===== src/rtl/gcd_stim_driver_if.sv =====
// Handshake and status bundle between the GCD stimulus driver and the engine.
interface gcd_stim_driver_if #(
  parameter int unsigned WIDTH = 32
);
  logic             done_in;
  logic [WIDTH-1:0] gcd_in;
  logic [WIDTH-1:0] a_out;
  logic [WIDTH-1:0] b_out;
  logic             eng_rst;
  logic [15:0]      test_cnt;
  logic [15:0]      pass_cnt;
  logic [15:0]      fail_cnt;
  logic [15:0]      timeout_cnt;
  logic             err_pulse;
  logic             finished;

  modport master (
    input  done_in, gcd_in,
    output a_out, b_out, eng_rst, test_cnt, pass_cnt, fail_cnt,
           timeout_cnt, err_pulse, finished
  );

  modport slave (
    output done_in, gcd_in,
    input  a_out, b_out, eng_rst, test_cnt, pass_cnt, fail_cnt,
           timeout_cnt, err_pulse, finished
  );
endinterface


===== src/rtl/gcd_stim_driver.sv =====
// On-chip stimulus/checker for the GCD engine: generates bounded operand
// pairs, launches the engine, checks its result against a subtractive
// reference and keeps pass/fail/timeout statistics.
module gcd_stim_driver #(
  parameter int unsigned WIDTH     = 32,
  parameter int unsigned NUM_TESTS = 1000,
  parameter int unsigned MIN_VAL   = 10,
  parameter int unsigned MAX_VAL   = 1000,
  parameter int unsigned FIRST_A   = 14,
  parameter int unsigned FIRST_B   = 161,
  parameter logic [31:0] SEED      = 32'hACE1,
  parameter int unsigned TIMEOUT   = 4096
) (
  input logic              clk,
  input logic              rst,
  gcd_stim_driver_if.master bus
);

  localparam int unsigned RANGE = MAX_VAL - MIN_VAL + 1;
  localparam int unsigned K     = (RANGE > 1) ? $clog2(RANGE) : 1;
  localparam logic [31:0] TAPS  = 32'h80200003;

  typedef enum logic [2:0] {
    IDLE, GEN_A, GEN_B, LAUNCH, WAIT, CHECK, NEXT, FINISH
  } state_t;

  state_t           state, nstate;
  logic [31:0]      lfsr;
  logic [WIDTH-1:0] a_q, b_q, ra, rb, gcd_q;
  logic [31:0]      to_cnt;
  logic             eng_seen, to_flag, done_q, err_q;
  logic [15:0]      test_cnt, pass_cnt, fail_cnt, timeout_cnt;

  logic [K-1:0]     cand;
  logic             cand_ok;
  logic [WIDTH-1:0] operand;
  logic             edge_det, ref_done, timeout_hit, done_all;
  logic [15:0]      test_inc;

  function automatic logic [15:0] sat_inc(input logic [15:0] v);
    return (v == '1) ? v : v + 16'd1;
  endfunction

  assign cand        = lfsr[K-1:0];
  assign cand_ok     = (32'(cand) <= RANGE - 1);
  assign operand     = WIDTH'(MIN_VAL) + WIDTH'(cand);
  assign edge_det    = (state == WAIT) && bus.done_in && !done_q;
  assign ref_done    = (ra == rb);
  assign timeout_hit = (state == WAIT) && !eng_seen && !edge_det &&
                       (to_cnt == 32'(TIMEOUT - 1));
  assign test_inc    = sat_inc(test_cnt);
  assign done_all    = (32'(test_inc) == NUM_TESTS);

  // State register.
  always_ff @(posedge clk or posedge rst) begin
    if (rst) state <= IDLE;
    else     state <= nstate;
  end

  // Next-state selection, including rejection-sampling retries in GEN_A/GEN_B.
  always_comb begin
    nstate = state;
    case (state)
      IDLE:   nstate = LAUNCH;
      GEN_A:  if (cand_ok) nstate = GEN_B;
      GEN_B:  if (cand_ok) nstate = LAUNCH;
      LAUNCH: nstate = WAIT;
      WAIT: begin
        if ((eng_seen || edge_det) && ref_done) nstate = CHECK;
        else if (timeout_hit)                   nstate = CHECK;
      end
      CHECK:  nstate = NEXT;
      NEXT:   nstate = done_all ? FINISH : GEN_A;
      FINISH: nstate = FINISH;
      default: nstate = IDLE;
    endcase
  end

  // Edges are only accepted inside WAIT and done_q follows done_in through
  // LAUNCH, so a done level already present at launch never counts as a
  // completion; a fresh low-to-high transition is needed.
  always_ff @(posedge clk or posedge rst) begin
    if (rst) done_q <= 1'b0;
    else     done_q <= bus.done_in;
  end

  // Operand generation, reference unit, engine result capture and statistics.
  always_ff @(posedge clk or posedge rst) begin
    if (rst) begin
      lfsr        <= SEED;
      a_q         <= '0;
      b_q         <= '0;
      ra          <= '0;
      rb          <= '0;
      gcd_q       <= '0;
      to_cnt      <= '0;
      eng_seen    <= 1'b0;
      to_flag     <= 1'b0;
      err_q       <= 1'b0;
      test_cnt    <= '0;
      pass_cnt    <= '0;
      fail_cnt    <= '0;
      timeout_cnt <= '0;
    end else begin
      err_q <= 1'b0;
      case (state)
        IDLE: begin
          a_q <= WIDTH'(FIRST_A);
          b_q <= WIDTH'(FIRST_B);
        end
        GEN_A: begin
          lfsr <= (lfsr >> 1) ^ (lfsr[0] ? TAPS : '0);
          if (cand_ok) a_q <= operand;
        end
        GEN_B: begin
          lfsr <= (lfsr >> 1) ^ (lfsr[0] ? TAPS : '0);
          if (cand_ok) b_q <= operand;
        end
        LAUNCH: begin
          ra       <= a_q;
          rb       <= b_q;
          to_cnt   <= '0;
          eng_seen <= 1'b0;
          to_flag  <= 1'b0;
        end
        WAIT: begin
          if (ra > rb)      ra <= ra - rb;
          else if (rb > ra) rb <= rb - ra;
          if (to_cnt != '1) to_cnt <= to_cnt + 32'd1;
          if (edge_det) begin
            gcd_q    <= bus.gcd_in;
            eng_seen <= 1'b1;
          end
          if (timeout_hit) to_flag <= 1'b1;
        end
        CHECK: begin
          if (to_flag) begin
            fail_cnt    <= sat_inc(fail_cnt);
            timeout_cnt <= sat_inc(timeout_cnt);
            err_q       <= 1'b1;
          end else if (gcd_q == ra) begin
            pass_cnt <= sat_inc(pass_cnt);
          end else begin
            fail_cnt <= sat_inc(fail_cnt);
            err_q    <= 1'b1;
          end
        end
        NEXT:    test_cnt <= test_inc;
        default: ;
      endcase
    end
  end

  assign bus.a_out       = a_q;
  assign bus.b_out       = b_q;
  assign bus.eng_rst     = rst || (state == LAUNCH) || (state == FINISH);
  assign bus.test_cnt    = test_cnt;
  assign bus.pass_cnt    = pass_cnt;
  assign bus.fail_cnt    = fail_cnt;
  assign bus.timeout_cnt = timeout_cnt;
  assign bus.err_pulse   = err_q;
  assign bus.finished    = (state == FINISH);

endmodule


===== src/flat_wrapper.sv =====
// flat-port wrapper written by rule: the top's interface ports become plain ports
module gcd_stim_driver_flat 
#(
  parameter int unsigned WIDTH     = 32,
  parameter int unsigned NUM_TESTS = 1000,
  parameter int unsigned MIN_VAL   = 10,
  parameter int unsigned MAX_VAL   = 1000,
  parameter int unsigned FIRST_A   = 14,
  parameter int unsigned FIRST_B   = 161,
  parameter logic [31:0] SEED      = 32'hACE1,
  parameter int unsigned TIMEOUT   = 4096
)
  (clk, rst, bus_done_in, bus_gcd_in, bus_a_out, bus_b_out, bus_eng_rst, bus_test_cnt, bus_pass_cnt, bus_fail_cnt, bus_timeout_cnt, bus_err_pulse, bus_finished);
  gcd_stim_driver_if #(.WIDTH(WIDTH)) bus_i ();
  input logic clk;
  input logic rst;
  input wire logic [$bits(bus_i.done_in)-1:0] bus_done_in;
  input wire logic [$bits(bus_i.gcd_in)-1:0] bus_gcd_in;
  output wire logic [$bits(bus_i.a_out)-1:0] bus_a_out;
  output wire logic [$bits(bus_i.b_out)-1:0] bus_b_out;
  output wire logic [$bits(bus_i.eng_rst)-1:0] bus_eng_rst;
  output wire logic [$bits(bus_i.test_cnt)-1:0] bus_test_cnt;
  output wire logic [$bits(bus_i.pass_cnt)-1:0] bus_pass_cnt;
  output wire logic [$bits(bus_i.fail_cnt)-1:0] bus_fail_cnt;
  output wire logic [$bits(bus_i.timeout_cnt)-1:0] bus_timeout_cnt;
  output wire logic [$bits(bus_i.err_pulse)-1:0] bus_err_pulse;
  output wire logic [$bits(bus_i.finished)-1:0] bus_finished;
  assign bus_i.done_in = bus_done_in;
  assign bus_i.gcd_in = bus_gcd_in;
  assign bus_a_out = bus_i.a_out;
  assign bus_b_out = bus_i.b_out;
  assign bus_eng_rst = bus_i.eng_rst;
  assign bus_test_cnt = bus_i.test_cnt;
  assign bus_pass_cnt = bus_i.pass_cnt;
  assign bus_fail_cnt = bus_i.fail_cnt;
  assign bus_timeout_cnt = bus_i.timeout_cnt;
  assign bus_err_pulse = bus_i.err_pulse;
  assign bus_finished = bus_i.finished;
  gcd_stim_driver #(.WIDTH(WIDTH), .NUM_TESTS(NUM_TESTS), .MIN_VAL(MIN_VAL), .MAX_VAL(MAX_VAL), .FIRST_A(FIRST_A), .FIRST_B(FIRST_B), .SEED(SEED), .TIMEOUT(TIMEOUT)) u_core (.clk(clk), .rst(rst), .bus(bus_i));
endmodule

===== config.mk =====
export PLATFORM = sky130hd
export DESIGN_NAME = gcd_stim_driver_flat
export DESIGN_NICKNAME = d
export VERILOG_FILES = /design/src/rtl/gcd_stim_driver_if.sv /design/src/rtl/gcd_stim_driver.sv /design/src/flat_wrapper.sv
export SDC_FILE = /design/constraint.sdc
export NUM_CORES = 1
export LEC_CHECK = 0
export BUFFER_PORTS_ARGS = -buffer_cell sky130_fd_sc_hd__buf_4
export CAP_MARGIN = 0
export CORE_AREA = 2 2 202 204
export DETAILED_ROUTE_END_ITERATION = 16
export DIE_AREA = 0 0 204 206
export PLACE_DENSITY = 0.67
export RECOVER_POWER = 100
export SYNTH_ARGS = -nofsm -noshare
export SYNTH_HDL_FRONTEND = slang
export SYNTH_SLANG_ARGS = --single-unit

===== constraint.sdc =====
create_clock -name clk -period 10.9 [get_ports clk]
set_input_delay 1.635 -clock clk [delete_from_list [all_inputs] [get_ports clk]]
set_output_delay 1.635 -clock clk [all_outputs]
set_load 0.05 [all_outputs]

==> impl_metrics.env, run 1 <==
export IMPL_run_status="complete, but fails checks"
export IMPL_violations="capacitance limit, slew limit"
export IMPL_power_density_mw_per_mm2=347
export IMPL_crit_path_cell_trace="clkbuf_1, inv_8, clkbuf_1, buf_4"
export IMPL_floorplan_initialDensity_pct=38.1
export IMPL_final_net_count=1834
export IMPL_finish_utilization_pct=42.5
export IMPL_maxCapViolCount=6
export IMPL_clock_tree_htree_level_count=1
export IMPL_worstPathBufferInverterCount=4
export IMPL_cellLeakagePower_uw=0.00754
export IMPL_critPathTopFamily="buffers and inverters"
export IMPL_max_stage_delay_on_crit_path_ns=2.79
export IMPL_synth_area_per_cell_sq_um=9.32
export IMPL_final_design_area_no_fill_sq_mm=0.0171
export IMPL_antenna_violating_nets_post_route=0
export IMPL_synth_seq_cells=253
export IMPL_worst_slew_margin_rel_pct=-161
export IMPL_via_count=12200
export IMPL_die_width_microns=204
export IMPL_synthesis_instances=1641
export IMPL_yosysTopAreaCellShare_pct=40.1
export IMPL_grt_pass1_vias=11600
export IMPL_total_switching_power_uw=2820
export IMPL_worst_slew_pin_transition_ns=3.91
export IMPL_place_port_buffers=123
export IMPL_synth_edf_count=0
export IMPL_tritoncts_num_sinks=253
export IMPL_synth_seq_area_share_pct=41.4
export IMPL_power_internal_uw=3100
export IMPL_wire_per_inst_microns=17.1
export IMPL_drt_total_wl_microns=39100
export IMPL_met3RoutedLength_microns=2580
export IMPL_drive_above_1_share_pct=10.4
export IMPL_report_final_slew_viol_count=294
export IMPL_ys_types=75
export IMPL_floorplan_die_height_microns=206
export IMPL_die_area_sq_mm=0.0420
export IMPL_yosysTopAreaCell="dfrtp_1"
export IMPL_globalRouteTotalUtil_pct=18.4
export IMPL_total_core_area_sq_mm=0.0402
export IMPL_sw_frac_of_total_pct=47.6
export IMPL_postPlaceCellArea_sq_mm=0.0165
export IMPL_antenna_found_initial=0
export IMPL_path_max_fanout=112
export IMPL_worst_endpoint_required_ns=11.46
export IMPL_peak_supply_drop_v=0.000177
export IMPL_first_pass_iters=5
export IMPL_routed_wl_met2_microns=17700
export IMPL_holdBufCountCts=0
export IMPL_gpl_final_weighted_congestion=0.929
export IMPL_fin_crit_sh_pct=51.9
export IMPL_detail_route_vias_per_cell=5.34
export IMPL_worstSetupEndpointType="async pin"
export IMPL_clkTransAtPathRegs_ns=0.06
export IMPL_dpl_wire_length_microns=28500
export IMPL_setup_tns_final_ns=0
export IMPL_setup_slack_placement_ns=6.54
export IMPL_fmax_mhz=177
export IMPL_final_cell_mix="dfrtp_1, o21ai_0, nand2_1"
export IMPL_drc=0
export IMPL_synth_main_ff_cell="dfrtp_1"
export IMPL_timing_critical_path_mode_cell="clkbuf_1"
export IMPL_hold_class="register to register"
export IMPL_share_comb_of_total_power_pct=58.9
export IMPL_timing_hold_violations_final=0
export IMPL_final_setup_viol_count=0
export IMPL_clkLatencyLatePin_ns=0.56
export IMPL_growth_of_design_area_from_synthesis_to_finish_pct=11.5
export IMPL_most_frequent_standard_cell_in_the_layout_excluding_fill_and_tap_cells="dfrtp_1"
export IMPL_start_kind="input pin"
export IMPL_grt_first_pass_wirelength_microns=62700
export IMPL_design_portCount=166
export IMPL_crit_arrival_ns=6.22
export IMPL_syn_cell_area_sq_mm=0.0153
export IMPL_tritoncts_num_buffers=28
export IMPL_tritoncts="built"
export IMPL_grt_setup_unrepaired="false"
export IMPL_diodes=0
export IMPL_maxUsedRoutingLayer="met4"
export IMPL_worst_setup_path_type="input pin to async pin"
export IMPL_ys_warnings_count=0
export IMPL_finalClockSkew_ns=0.0129
export IMPL_power_share_sequential_pct=24.5
export IMPL_placement_rows=74
export IMPL_synth_top_cells_by_area="dfrtp_1, ha_1, xor2_1"
export IMPL_synth_async_reset_ratio_pct=100
export IMPL_drt_met1_wl_microns=17900
export IMPL_final_setup_worst_slack_ns=5.24
export IMPL_postCtsSetupBuffers=0
export IMPL_pwr_share_clk_pct=16.6
export IMPL_cp_slowest_cell="clkbuf_1"
export IMPL_grt_overflow_total=0
export IMPL_drt_initial_drc_count=830
export IMPL_ctsRootBufferMaster="clkbuf_16"
export IMPL_final_min_clock_period_ns=5.66
export IMPL_grt_max_degree=113
export IMPL_resized_cells_post_cts=0
export IMPL_clockBufferDepth=3
[per-stage QoR]
stage | cells | hold WS [ns] | total power (uW)
floorplan | 1682 | 0.470 | 4070
global placement | 2228 | 0.478 | 4890
detailed placement | 2228 | 0.487 | 4930
CTS | 2280 | 0.495 | 5940
global route | 2280 | 0.505 | 6330
finish | 2280 | 0.486 | 5920
[final cells by class]
class	instances	area, sq um
tap	532	666
inverter	98	375
sequential	253	6340
clock inverter	8	126
clock buffer	44	831
timing repair buffer	133	631
fill	4006	23100
multi-input combinational	1212	8100
[flip-flops by register name, indices dropped and copies added, names as in the netlist, 32 cells and up]
register	flops
u_core.gcd_q	32
u_core.lfsr	32
u_core.ra	32
u_core.rb	32
u_core.to_cnt	32
[synthesized netlist by cell type, types with 10 or more instances]
cell / instances
or3_1: 16
and3_1: 16
nand2b_1: 10
mux2_2: 71
a21oi_1: 93
buf_4: 42
xnor2_1: 78
a21o_1: 23
nor2_1: 108
nand3_1: 105
o31ai_1: 20
xor2_1: 99
o21bai_1: 15
o211ai_1: 11
o21ai_0: 125
dfrtp_1: 245
nor3_1: 32
nand4_1: 32
nand2_1: 109
buf_2: 19
nor4_1: 20
ha_1: 71
clkbuf_1: 54
a31oi_1: 12
inv_1: 98
[cell families after synthesis]
kind of cell | count (synthesis) | synth area share (%)
AO/OA/AOI/OAI | 363 | 14.8
XOR/XNOR | 177 | 10.1
adder cells (fa/ha/maj) | 73 | 6.07
buffers and inverters | 217 | 6.62
flip-flops | 253 | 41.4
multiplexers | 75 | 5.49
other | 1 | 0.0245
AND/OR/NAND/NOR | 482 | 15.4
[power groups by stage]
stage	logic, uW	registers [uW]	clock network (uW)
after floorplan	2590	1480	0
after global placement	3440	1450	0
after detailed placement	3460	1460	0
after CTS	3490	1450	1000
after global routing	3790	1490	1050
final	3490	1450	982
[per-layer routing]
layer  GRT usage [%]  vias to the layer above
met5               0                        -
met2            29.2                      353
met4            4.50                        0
met1            25.6                     5930
met3            3.82                       62
li1                -                     5835
[final timing paths]
path | from | to | slack, ns | cells past startpoint
setup / recovery | rst | u_core.ra[24] | 5.24 | 4
setup reg to reg | u_core.state[0] | u_core.rb[17] | 5.53 | 7
hold reg to reg | u_core.bus.pass_cnt[11] | u_core.bus.pass_cnt[11] | 0.49 | 1
hold / removal | u_core.bus.pass_cnt[11] | u_core.bus.pass_cnt[11] | 0.49 | 1
min in group asynchronous | rst | u_core.bus.pass_cnt[5] | 1.23 | 2
max in group clk | u_core.state[0] | u_core.rb[17] | 5.53 | 7
Power figures use the tool's default switching activity.
==> run 2, diff against run 1 <==
- clock period: 10.9 -> 5.3 ns (I/O delays scaled with it)
==> run 2 against run 1 <==
The run still ends with capacitance limit, slew limit left. Clock-buffer cell count is 11 lower. Final cell count about the same. Largest power group unchanged. Power increased by 110%. Clock power grew 100%. First-iteration DRC count up 11%. Sequential power grew 100%. Critical path depth increased by 7. Setup slack got worse by 4.3 ns. Clock skew is 0.0032 ns higher. Global-route usage up 0.35 points.
==> impl_metrics.env, run 2 (synthesized netlist as in run 1, its figures left out) <==
export IMPL_share_comb_of_total_power_pct=59.4
export IMPL_sw_frac_of_total_pct=48.4
export IMPL_clkLatencyLatePin_ns=0.57
export IMPL_power_density_mw_per_mm2=718
export IMPL_n_fill_cell=4072
export IMPL_run_status="complete, but fails checks"
export IMPL_reg2reg_slack_ns=0.95
export IMPL_placed_cells_incl_taps=2229
export IMPL_grt_overflow_total=0
export IMPL_grt_setup_unrepaired="false"
export IMPL_clock_tree_htree_level_count=1
export IMPL_dpl_wire_length_microns=29200
export IMPL_holdBufCountCts=0
export IMPL_globalRouteTotalUtil_pct=18.7
export IMPL_tritoncts_num_buffers=28
export IMPL_timing_hold_violations_final=0
export IMPL_fmax_mhz=230
export IMPL_drc=0
export IMPL_report_final_slew_viol_count=364
export IMPL_antenna_violating_nets_post_route=0
export IMPL_finalClockSkew_ns=0.0160
export IMPL_ctsRootBufferMaster="clkbuf_16"
export IMPL_power_share_sequential_pct=24.2
export IMPL_worst_case_hold_path_end_point="u_core.done_q"
export IMPL_path_max_fanout=13
export IMPL_tritoncts_num_sinks=253
export IMPL_grt_first_pass_wirelength_microns=63400
export IMPL_worst_setup_path_type="register to register"
export IMPL_final_setup_worst_slack_ns=0.949
export IMPL_most_frequent_standard_cell_in_the_layout_excluding_fill_and_tap_cells="dfrtp_1"
export IMPL_worst_slew_margin_rel_pct=-62.3
export IMPL_maxCapViolCount=5
export IMPL_cellLeakagePower_uw=0.00754
export IMPL_crit_arrival_ns=4.81
export IMPL_final_hold_worst_slack_ns=0.356
export IMPL_setup_slack_placement_ns=1.63
export IMPL_final_min_clock_period_ns=4.35
export IMPL_drt_total_wl_microns=39800
export IMPL_start_kind="register"
export IMPL_via_count=12200
export IMPL_worst_endpoint_required_ns=5.76
export IMPL_grt_pass1_vias=11700
export IMPL_die_area_sq_mm=0.0420
export IMPL_pwr_share_clk_pct=16.4
export IMPL_final_setup_viol_count=0
export IMPL_violations="capacitance limit, slew limit"
export IMPL_fin_crit_sh_pct=82.1
export IMPL_regToRegStartpoint="u_core.rb[13]"
export IMPL_die_width_microns=204
export IMPL_hold_class="input pin to register"
export IMPL_total_core_area_sq_mm=0.0402
export IMPL_holdCritStartpoint="bus_done_in"
export IMPL_first_pass_iters=5
export IMPL_antenna_found_initial=0
export IMPL_wire_per_inst_microns=17.4
export IMPL_place_port_buffers=123
export IMPL_resized_cells_post_cts=0
export IMPL_placement_rows=74
export IMPL_final_design_area_no_fill_sq_mm=0.0171
export IMPL_total_switching_power_uw=5930
export IMPL_worstSetupEndpointType="register"
export IMPL_detail_route_vias_per_cell=5.33
export IMPL_floorplan_die_height_microns=206
export IMPL_clkTransAtPathRegs_ns=0.06
export IMPL_power_internal_uw=6330
export IMPL_postCtsSetupBuffers=0
export IMPL_tritoncts="built"
export IMPL_final_cell_mix="dfrtp_1, o21ai_0, nand2_1"
export IMPL_growth_of_design_area_from_synthesis_to_finish_pct=11.6
export IMPL_drive_above_1_share_pct=10.8
export IMPL_r2r_cells=11
export IMPL_worst_slew_pin_transition_ns=2.44
export IMPL_drt_initial_drc_count=923
export IMPL_gpl_final_weighted_congestion=0.942
export IMPL_peak_supply_drop_v=0.000419
export IMPL_final_instance_count_excl_fill=2281
export IMPL_design_portCount=166
export IMPL_postPlaceCellArea_sq_mm=0.0165
export IMPL_reg2reg_to="u_core.ra[8]"
export IMPL_grt_max_degree=166
export IMPL_final_net_count=1835
export IMPL_hold_path_stages=1
export IMPL_diodes=0
export IMPL_floorplan_initialDensity_pct=38.1
export IMPL_finish_utilization_pct=42.5
export IMPL_clockBufferDepth=3
[run 2: layer usage]
metal	share of wire (%)	up-vias	GRT usage, %
met5	0	-	0
li1	-	5833	-
met1	45	5934	26.4
met3	7.0	59	3.94
met2	46	326	29.6
met4	2.2	0	4.27
[run 2: power by group through the flow]
stage	clock [uW]	combinational (uW)	sequential [uW]
after floorplan	0	5340	3040
after global placement	0	7240	2970
after detailed placement	0	7250	3000
after CTS	2070	7300	2970
after global routing	2140	7940	3050
final	2010	7280	2970
[run 2: worst max-delay path, stage by stage (launching register included)]
cell and delay (ns):
dfrtp_1 0.37, inv_1 0.06, ha_1 0.47, a211oi_1 0.27
o21bai_1 0.13, a31o_2 0.28, a31oi_1 0.23, a311o_1 0.26
a21oi_1 0.18, nor2_1 0.90, clkbuf_1 0.67, mux2_2 0.41
[run 2: through the flow]
stage / total power [uW] / setup TNS (ns)
floorplan: 8370 / -1.32
global placement: 10200 / 0
detailed placement: 10300 / 0
CTS: 12300 / 0
global route: 13100 / 0
finish: 12300 / 0
[run 2: worst max-delay path by stage]
stage | startpoint | to | slack (ns) | depth (start not counted)
4_1_cts | u_core.ra[0] | u_core.ra[3] | 1.61 | 12
3_3_place_gp | u_core.rb[13] | u_core.ra[8] | 1.72 | 11
6_report | u_core.rb[13] | u_core.ra[8] | 0.95 | 11
3_5_place_dp | u_core.ra[0] | u_core.rb[3] | 1.63 | 11
5_1_grt | u_core.rb[13] | u_core.ra[8] | 0.67 | 11
2_1_floorplan | rst | bus_eng_rst | -1.32 | 2
[run 2: area by class of cell]
cell class	count	area, sq um	area share, %
clock inverters	19	220	1.29
flip-flops and latches	253	6340	37.1
repair buffers	134	643	3.77
inverters	98	369	2.16
clock buffers	33	749	4.39
well taps	532	666	3.90
multi-input cells	1212	8080	47.3
==> run 3, diff against run 2 <==
- clock period: 5.3 -> 4.22 ns (I/O delays scaled with it)
==> run 3 against run 2 <==
The flow still finishes with violations (capacitance limit, slew limit). Final area up 0.64%. Die area unchanged. Utilization up 0.27 points.
==> impl_metrics.env, run 3 (synthesized netlist as in run 1, its figures left out) <==
export IMPL_tritoncts_num_buffers=28
export IMPL_postCtsSetupBuffers=0
export IMPL_final_setup_worst_slack_ns=0.376
export IMPL_crit_arrival_ns=4.32
export IMPL_peak_supply_drop_v=0.000469
export IMPL_total_core_area_sq_mm=0.0402
export IMPL_sw_frac_of_total_pct=47.9
export IMPL_worstPathBufferInverterCount=2
export IMPL_maxCapViolCount=4
export IMPL_design_portCount=166
export IMPL_fmax_mhz=260
export IMPL_sequential_cell_area_sq_mm=0.00634
export IMPL_most_frequent_standard_cell_in_the_layout_excluding_fill_and_tap_cells="dfrtp_1"
export IMPL_growth_of_design_area_from_synthesis_to_finish_pct=12.3
export IMPL_cp_slowest_cell="clkbuf_2"
export IMPL_hold_class="input pin to register"
export IMPL_grt_pass1_vias=11500
export IMPL_setup_slack_placement_ns=0.527
export IMPL_first_pass_iters=5
export IMPL_power_share_sequential_pct=23.8
export IMPL_timing_hold_violations_final=0
export IMPL_tritoncts="built"
export IMPL_worst_slew_margin_rel_pct=-62.0
export IMPL_drive_above_1_share_pct=11.4
export IMPL_clock_tree_htree_level_count=1
export IMPL_clkTransAtPathRegs_ns=0.06
export IMPL_multi_input_area_sq_mm=0.00810
export IMPL_drt_initial_drc_count=910
export IMPL_worst_setup_path_type="register to register"
export IMPL_total_switching_power_uw=7480
export IMPL_final_min_clock_period_ns=3.84
export IMPL_via_count=12200
export IMPL_cellLeakagePower_uw=0.00760
export IMPL_tritoncts_num_sinks=253
export IMPL_final_design_area_no_fill_sq_mm=0.0172
export IMPL_place_port_buffers=123
export IMPL_detail_route_vias_per_cell=5.31
export IMPL_resized_cells_post_cts=0
export IMPL_gpl_final_weighted_congestion=0.921
export IMPL_drc=0
export IMPL_dpl_wire_length_microns=29100
export IMPL_worstSetupEndpointType="register"
export IMPL_grt_overflow_total=0
export IMPL_globalRouteTotalUtil_pct=18.5
export IMPL_floorplan_die_height_microns=206
export IMPL_diodes=0
export IMPL_share_comb_of_total_power_pct=59.5
export IMPL_die_area_sq_mm=0.0420
export IMPL_grt_first_pass_wirelength_microns=62300
export IMPL_final_net_count=1841
export IMPL_crit_path_cell_trace="inv_1, ha_1, fa_1, nand2b_1, a211oi_2, o21a_2, nand4_2, a311o_1, a21o_1, clkbuf_2, a2111o_1, o211ai_1"
export IMPL_worst_endpoint_required_ns=4.70
export IMPL_pwr_share_clk_pct=16.7
export IMPL_path_max_fanout=24
export IMPL_holdBufCountCts=1
export IMPL_antenna_violating_nets_post_route=0
export IMPL_start_kind="register"
export IMPL_grt_max_degree=181
export IMPL_power_internal_uw=8140
export IMPL_antenna_found_initial=1
export IMPL_worst_slew_pin_transition_ns=2.43
export IMPL_postPlaceCellArea_sq_mm=0.0166
export IMPL_fin_crit_sh_pct=91.1
export IMPL_wire_per_inst_microns=17.4
export IMPL_run_status="complete, but fails checks"
export IMPL_grt_setup_unrepaired="false"
export IMPL_placement_rows=74
export IMPL_critPathTopFamily="compound AO/OA/AOI/OAI gates"
export IMPL_ctsRootBufferMaster="clkbuf_16"
export IMPL_finalClockSkew_ns=0.0262
export IMPL_final_cell_mix="dfrtp_1, o21ai_0, nand2_1"
export IMPL_final_setup_viol_count=0
export IMPL_power_density_mw_per_mm2=909
export IMPL_finish_utilization_pct=42.8
export IMPL_clkLatencyLatePin_ns=0.58
export IMPL_clockBufferDepth=3
export IMPL_floorplan_initialDensity_pct=38.1
export IMPL_die_width_microns=204
export IMPL_report_final_slew_viol_count=317
export IMPL_drt_total_wl_microns=39800
export IMPL_violations="capacitance limit, slew limit"
export IMPL_max_stage_delay_on_crit_path_ns=0.45
export IMPL_n_fill_cell=3975
[run 3: path summary, 6_finish.rpt]
check                                                from                         to  slack, ns  cells after the start
worst min-delay path                          bus_done_in              u_core.done_q       0.20                      1
worst max-delay path                         u_core.ra[0]              u_core.ra[28]       0.38                     12
worst min register to register  u_core.bus.timeout_cnt[9]  u_core.bus.timeout_cnt[9]       0.50                      1
min in group asynchronous                             rst          u_core.to_cnt[16]       0.60                      3
max in group asynchronous                             rst     u_core.bus.fail_cnt[3]       0.83                      4
worst max register to register               u_core.ra[0]              u_core.ra[28]       0.38                     12
[run 3: cell type report]
cell class | instances | share of cell area [%]
multi-input combinational | 1212 | 47.1
sequential | 253 | 36.9
clock buffer | 41 | 4.89
timing repair buffer | 140 | 4.17
tap | 532 | 3.87
inverter | 98 | 2.15
clock inverter | 11 | 0.867
[run 3: power groups by stage]
| stage | clock network [uW] | logic (uW) | registers (uW) |
|---|---|---|---|
| 4_1_cts | 2670 | 9310 | 3720 |
| 3_5_place_dp | 0 | 9250 | 3760 |
| 2_1_floorplan | 0 | 6700 | 3810 |
| 5_1_grt | 2760 | 10100 | 3810 |
| 6_report | 2610 | 9290 | 3720 |
| 3_3_place_gp | 0 | 9200 | 3720 |
[run 3: routing by layer]
layer | part of all wire, % | global-route usage, % | vias up | wire length [microns]
met1 | 46 | 25.7 | 5921 | 18200
met3 | 6.7 | 4.23 | 55 | 2680
met4 | 2.1 | 4.01 | 2 | 845
li1 | - | - | 5841 | -
met2 | 45 | 29.3 | 335 | 18000
met5 | 0.030 | 0 | - | 12
[run 3: metrics by stage]
| stage | instances | hold slack, ns | TNS, ns | power, uW |
|---|---|---|---|---|
| after floorplan | 1682 | 0.470 | -2.08 | 10500 |
| after global placement | 2234 | 0.478 | 0 | 12900 |
| after detailed placement | 2234 | 0.491 | 0 | 13000 |
| after CTS | 2287 | 0.153 | 0 | 15700 |
| after global routing | 2287 | 0.188 | 0 | 16700 |
| final | 2287 | 0.197 | 0 | 15600 |
